**src/rtl/pong_pkg.sv**
```systemverilog
// Shared types and constants for the pong match sequencer.
package pong_pkg;

  localparam int SCORE_W = 4;
  localparam int FRAME_W = 8;

  typedef enum logic [2:0] {
    IDLE,
    SERVE_WAIT,
    RALLY,
    POINT_PAUSE,
    GAME_OVER
  } match_state_t;

  localparam logic [1:0] WHO_NONE = 2'b00;
  localparam logic [1:0] WHO_P1   = 2'b01;
  localparam logic [1:0] WHO_P2   = 2'b10;

  function automatic logic [SCORE_W-1:0] score_inc(input logic [SCORE_W-1:0] s);
    return (s == {SCORE_W{1'b1}}) ? s : s + SCORE_W'(1);
  endfunction

endpackage

```
**src/rtl/match_control_frame_timer.sv**
```systemverilog
// Frame counter: counts end_of_frame ticks since the last clear, saturating at its maximum.
module frame_timer
  import pong_pkg::*;
(
  input  logic               clk_i,
  input  logic               rst_i,
  input  logic               clear_i,
  input  logic               tick_i,
  input  logic [FRAME_W-1:0] limit_i,
  output logic               done_o
);

  logic [FRAME_W-1:0] cnt_q;
  logic [FRAME_W-1:0] cnt_d;

  always_comb begin
    cnt_d = cnt_q;
    if (clear_i) begin
      cnt_d = '0;
    end else if (tick_i && (cnt_q != {FRAME_W{1'b1}})) begin
      cnt_d = cnt_q + FRAME_W'(1);
    end
  end

  always_ff @(posedge clk_i) begin
    if (rst_i) begin
      cnt_q <= '0;
    end else begin
      cnt_q <= cnt_d;
    end
  end

  assign done_o = (cnt_q >= limit_i);

endmodule

```
**src/rtl/match_control.sv**
```systemverilog
// Pong match sequencer: mode select, serve pulses, scoring and winner declaration.
// Optional auto-serve is enabled by defining MATCH_CONTROL_AUTO_SERVE_EN.
module match_control
  import pong_pkg::*;
#(
  parameter int unsigned WIN_SCORE    = 11,
  parameter int unsigned PAUSE_FRAMES = 60,
  parameter int unsigned OVER_FRAMES  = 180,
  parameter int unsigned AUTO_FRAMES  = 120
) (
  input  logic               clk65MHz,
  input  logic               rst,
  input  logic               end_of_frame,
  input  logic               btn_start,
  input  logic               btn_mode,
  input  logic               btn_serve,
  input  logic               scored_p1,
  input  logic               scored_p2,
  output logic               serve,
  output logic               server,
  output logic               screen_idle,
  output logic               screen_multi,
  output logic [SCORE_W-1:0] points_player_1,
  output logic [SCORE_W-1:0] points_player_2,
  output logic [1:0]         who_won
);

  match_state_t       state_q, state_d;
  logic               mode_q, mode_d;
  logic [SCORE_W-1:0] p1_q, p1_d;
  logic [SCORE_W-1:0] p2_q, p2_d;
  logic [1:0]         who_q, who_d;
  logic               server_q, server_d;
  logic               serve_q, serve_d;
  logic               idle_q, multi_q;

  logic               start_s_q, start_p_q;
  logic               srv_s_q, srv_p_q;
  logic               start_edge, serve_edge;

  logic [FRAME_W-1:0] limit;
  logic               timer_clear;
  logic               timer_done;

  // Buttons track their level during reset so a button held through reset yields no edge.
  always_ff @(posedge clk65MHz) begin
    if (rst) begin
      start_s_q <= btn_start;
      start_p_q <= btn_start;
      srv_s_q   <= btn_serve;
      srv_p_q   <= btn_serve;
    end else begin
      start_s_q <= btn_start;
      start_p_q <= start_s_q;
      srv_s_q   <= btn_serve;
      srv_p_q   <= srv_s_q;
    end
  end

  assign start_edge = start_s_q & ~start_p_q;
  assign serve_edge = srv_s_q & ~srv_p_q;

  always_comb begin
    limit = {FRAME_W{1'b1}};
    case (state_q)
      SERVE_WAIT:  limit = FRAME_W'(AUTO_FRAMES);
      POINT_PAUSE: limit = FRAME_W'(PAUSE_FRAMES);
      GAME_OVER:   limit = FRAME_W'(OVER_FRAMES);
      default:     limit = {FRAME_W{1'b1}};
    endcase
  end

  assign timer_clear = (state_d != state_q);

  frame_timer u_frame_timer (
    .clk_i   (clk65MHz),
    .rst_i   (rst),
    .clear_i (timer_clear),
    .tick_i  (end_of_frame),
    .limit_i (limit),
    .done_o  (timer_done)
  );

  always_comb begin
    state_d  = state_q;
    mode_d   = mode_q;
    p1_d     = p1_q;
    p2_d     = p2_q;
    who_d    = who_q;
    server_d = server_q;
    serve_d  = 1'b0;
    case (state_q)
      IDLE: begin
        if (start_edge) begin
          state_d  = SERVE_WAIT;
          mode_d   = btn_mode;
          p1_d     = '0;
          p2_d     = '0;
          who_d    = WHO_NONE;
          server_d = 1'b0;
        end
      end
      SERVE_WAIT: begin
`ifdef MATCH_CONTROL_AUTO_SERVE_EN
        if (serve_edge || timer_done) begin
`else
        if (serve_edge) begin
`endif
          state_d = RALLY;
          serve_d = 1'b1;
        end
      end
      RALLY: begin
        // Simultaneous hits are a let: pause, but nobody scores and the server stays.
        if (scored_p1 && !scored_p2) begin
          p1_d     = score_inc(p1_q);
          server_d = ~server_q;
        end else if (scored_p2 && !scored_p1) begin
          p2_d     = score_inc(p2_q);
          server_d = ~server_q;
        end
        if (scored_p1 || scored_p2) begin
          state_d = POINT_PAUSE;
        end
      end
      POINT_PAUSE: begin
        if (timer_done) begin
          if (p1_q == SCORE_W'(WIN_SCORE)) begin
            state_d = GAME_OVER;
            who_d   = WHO_P1;
          end else if (p2_q == SCORE_W'(WIN_SCORE)) begin
            state_d = GAME_OVER;
            who_d   = WHO_P2;
          end else begin
            state_d = SERVE_WAIT;
          end
        end
      end
      GAME_OVER: begin
        if (timer_done) begin
          state_d = IDLE;
        end
      end
      default: state_d = IDLE;
    endcase
  end

  // Screen flags are derived from next state so they change together with state_q.
  always_ff @(posedge clk65MHz) begin
    if (rst) begin
      state_q  <= IDLE;
      mode_q   <= 1'b0;
      p1_q     <= '0;
      p2_q     <= '0;
      who_q    <= WHO_NONE;
      server_q <= 1'b0;
      serve_q  <= 1'b0;
      idle_q   <= 1'b1;
      multi_q  <= 1'b0;
    end else begin
      state_q  <= state_d;
      mode_q   <= mode_d;
      p1_q     <= p1_d;
      p2_q     <= p2_d;
      who_q    <= who_d;
      server_q <= server_d;
      serve_q  <= serve_d;
      idle_q   <= (state_d == IDLE);
      multi_q  <= mode_d && (state_d != IDLE);
    end
  end

  assign serve           = serve_q;
  assign server          = server_q;
  assign screen_idle     = idle_q;
  assign screen_multi    = multi_q;
  assign points_player_1 = p1_q;
  assign points_player_2 = p2_q;
  assign who_won         = who_q;

endmodule
```
**config.mk**
```make
export PLATFORM = sky130hd
export DESIGN_NAME = match_control
export DESIGN_NICKNAME = d
export VERILOG_FILES = /design/src/rtl/pong_pkg.sv /design/src/rtl/match_control_frame_timer.sv /design/src/rtl/match_control.sv
export SDC_FILE = /design/constraint.sdc
export NUM_CORES = 1
export LEC_CHECK = 0
export BUFFER_PORTS_ARGS = -buffer_cell sky130_fd_sc_hd__buf_2
export CAP_MARGIN = 20
export CORE_ASPECT_RATIO = 0.7
export CORE_UTILIZATION = 45
export CTS_CLUSTER_DIAMETER = 100
export DETAILED_ROUTE_END_ITERATION = 6
export PLACE_DENSITY = 0.68
export SYNTH_ARGS = -nofsm -noshare
export SYNTH_HDL_FRONTEND = slang
export SYNTH_SLANG_ARGS = --single-unit
```
**constraint.sdc**
```tcl
create_clock -name clk65MHz -period 2 [get_ports clk65MHz]
set_clock_uncertainty 0.1 [all_clocks]
set_input_delay 0.5 -clock clk65MHz [delete_from_list [all_inputs] [get_ports clk65MHz]]
set_output_delay 0.5 -clock clk65MHz [all_outputs]
set_load 0.02 [all_outputs]
```
==> flow_metrics.py <==
metrics = {
    "power_and_ir_drop": {
        "p_leak_nw": 0.9284,
        "power_frac_seq": 0.455,
        "ir_worst_vdd_mv": 0.5261,
        "swShare": 0.2791,
        "pwr-share-comb": 0.185,
        "power_density_mw_per_mm2": 611.5,
        "p_sw_mw": 0.3901,
        "power.total_mw": 1.398,
        "internal_power_mw": 1.008,
        "power_frac_clock": 0.360,
    },
    "synth": {
        "synth_seq_cells": 30,
        "synth.most_common_cell": "dfxtp_1",
        "synth_top_area_cell": "dfxtp_1",
        "synth_cell_types": 47,
        "synth.top_cell.area_share": 0.3678,
        "yosys_warnings": 0,
        "yosysSeqAreaShare": 0.3678,
        "synth_edf_count": 0,
        "syn_nets": 198,
        "ys.flop_type": "dfxtp_1",
        "syn-mean-instance-area_um2": 9.173,
        "syn_area_mm2": 0.001633,
        "synth_area_leaders": "dfxtp_1 (37%), ha_1 (9.2%), nand2_1 (3.2%)",
        "synth_common_cells": "dfxtp_1 (30), nand2_1 (14), inv_1 (13), ha_1 (12), nand3_1 (10)",
        "postSynth.asyncResetShare": 0,
        "synth_cells": 178,
    },
    "cts": {
        "htree_levels": 2,
        "clk_latency_ns": 0.29,
        "cts.clk_slew.worst_paths_ns": 0.06,
        "cts_buffer_depth": 2,
        "cts.sinks": 30,
        "cts_buffers": 5,
        "cts-root-buf": "clkbuf_8",
        "cts_tree": "built",
    },
    "sta": {
        "worst_slew_pin_slew_ns": 0.3697,
        "max_freq_mhz": 459.5,
        "min_period_ns": 2.176,
        "relSlewSlack": 0.7510,
        "fin_crit_sh": 1.088,
        "slew_violations": 0,
        "rsz0062_at_grt": "yes",
        "finalHoldViolCount": 0,
        "fin_ws_ns": -0.1765,
        "setup_viol": 14,
    },
    "placed_design": {
        "finalWeightedCongestion": 0.8966,
        "dp_hpwl_um": 2924,
        "port_buffers": 21,
        "place_ws_ns": -0.1559,
    },
    "final_layout": {
        "num_antenna_cells": 0,
        "fillerInstances": 250,
        "syn2layout_area_growth_pct": 40.00,
        "multi_input_area_mm2": 0.001177,
        "register_area_um2": 611.8,
        "layout.nets": 243,
        "layout-drive-gt1-share": 0.4509,
    },
    "floorplanning": {
        "die_h_um": 52.40,
        "core_area_mm2": 0.003297,
        "die_area_mm2": 0.003877,
        "rows": 17,
        "fp.dieW_um": 74.00,
        "start_util": 0.4953,
        "ioPinCount": 22,
    },
    "global_route": {
        "grt_antenna_before_repair": 0,
        "grt_pass1_wl_um": 6837,
        "gr-total-overflow": 0,
        "grt_pass1_vias": 1444,
        "grt_usage": 0.2478,
        "grt_start_max_net_pins": 13,
    },
    "worst_setup_path": {
        "cp_data_required_time_ns": 2.06,
        "cp-start-kind": "register",
        "crit_path_end_kind": "register",
        "path_max_fanout": 5,
        "cp_data_arrival_time_ns": 2.24,
        "crit_type": "register to register",
    },
    "routing": {
        "wl_um": 4209,
        "via_count": 1477,
        "firstDrtPassIters": 4,
        "drc": 0,
        "wl_per_cell_um": 15.53,
        "ant_nets": 0,
        "drt_iter0_markers": 59,
        "via_per_inst": 5.450,
    },
    "hold_path": {
        "hold_class": "primary input to register",
    },
    "status": {
        "outcome": "finished with violations",
        "violations": "negative setup slack",
    },
    "run": {
        "maxCapViolCount": 0,
    },
}
## per-stage QoR
step	instance area (µm²)	TNS (ns)	util	cells	hold WS [ns]
2_1_floorplan	1697	-0.04634	-	178	0.3587
3_3_place_gp	1904	-0.7004	0.5776	252	0.3570
3_5_place_dp	1904	-1.383	0.5776	252	0.3626
4_1_cts	2153	-0.9506	0.6531	268	0.2176
5_1_grt	2286	-2.871	0.6934	271	0.2211
6_report	2286	-1.813	0.6934	271	0.2235
## power groups by stage
stage / Combinational (mW) / Sequential [mW] / Clock (mW)
after floorplan: 0.144 / 0.654 / 0
after global placement: 0.198 / 0.650 / 0
after detailed placement: 0.205 / 0.650 / 0
after CTS: 0.228 / 0.637 / 0.511
after global routing: 0.286 / 0.639 / 0.533
final: 0.259 / 0.636 / 0.503
## worst paths after layout
kind	start	to	slack [ns]	cells past startpoint
max	state_q[0]	u_frame_timer.cnt_q[7]	-0.18	12
min	btn_start	start_s_q	0.22	1
max reg2reg	state_q[0]	u_frame_timer.cnt_q[7]	-0.18	12
min reg2reg	srv_s_q	srv_p_q	0.38	1
## flip-flops by register name, indices dropped and copies added, names as in the netlist
name / count
mode_q: 1
points_player_1: 4
points_player_2: 4
screen_idle: 1
screen_multi: 1
serve: 1
server: 1
srv_p_q: 1
srv_s_q: 1
start_p_q: 1
start_s_q: 1
state_q: 3
u_frame_timer.cnt_q: 8
who_won: 2
## cell usage in the layout, fill, tap and decap left out, types with 4 or more instances in the layout
cell type | Yosys | routed
nand3_1 | 10 | 9
dfxtp_1 | 30 | 27
xor2_1 | 6 | 6
nor4_2 | 0 | 5
inv_1 | 13 | 11
buf_2 | 2 | 21
nand2_1 | 14 | 10
buf_4 | 0 | 17
clkbuf_8 | 0 | 6
ha_4 | 0 | 4
xnor2_1 | 4 | 4
nand2_4 | 2 | 5
mux2i_1 | 4 | 4
nor2_1 | 9 | 7
o21ai_0 | 6 | 5
a21oi_1 | 8 | 8
ha_1 | 12 | 8
## kinds of logic after synthesis
group	count (synthesis)	synth area share
simple gates	67	0.2421
compound gates	34	0.1517
flops	30	0.3678
buf+inv	18	0.04751
fa+ha+maj	12	0.09195
xor+xnor	10	0.05364
mux	7	0.04521
## critical path: stages (launching register included)
cell     delay, ns
dfxtp_4       0.36
nor2_4        0.15
nand2_4       0.08
nand2_4       0.09
inv_4         0.04
ha_4          0.24
and3_4        0.16
o21ai_2       0.06
a31o_4        0.27
buf_6         0.12
a31oi_4       0.17
buf_6         0.16
nor4_4        0.05
## routing by layer
metal | wire, µm | up-vias | GRT usage | share of wire
met4 | 65 | 0 | 0.1026 | 0.015
met5 | 0 | - | 0 | 0
met3 | 171 | 9 | 0.06731 | 0.041
met1 | 1975 | 708 | 0.3156 | 0.47
met2 | 1997 | 24 | 0.3955 | 0.47
li1 | - | 736 | - | -
## layout make-up
| cell class | instances | share of cell area |
|---|---|---|
| multi-input cells | 130 | 0.5151 |
| flip-flops and latches | 30 | 0.2677 |
| repair buffers | 42 | 0.1253 |
| clock buffers | 7 | 0.03777 |
| inverters | 14 | 0.02627 |
| well taps | 47 | 0.02573 |
| clock inverters | 1 | 0.002189 |
## repair_timing
item                       CTS  global route
hold buffers                 0             0
hold endpoints to repair     0             0
pin swaps                   21            14
setup endpoints to repair   13            15
resized for setup           18            20
gates cloned                 0             0
setup buffers                8             3
Power figures use the tool's default switching activity.
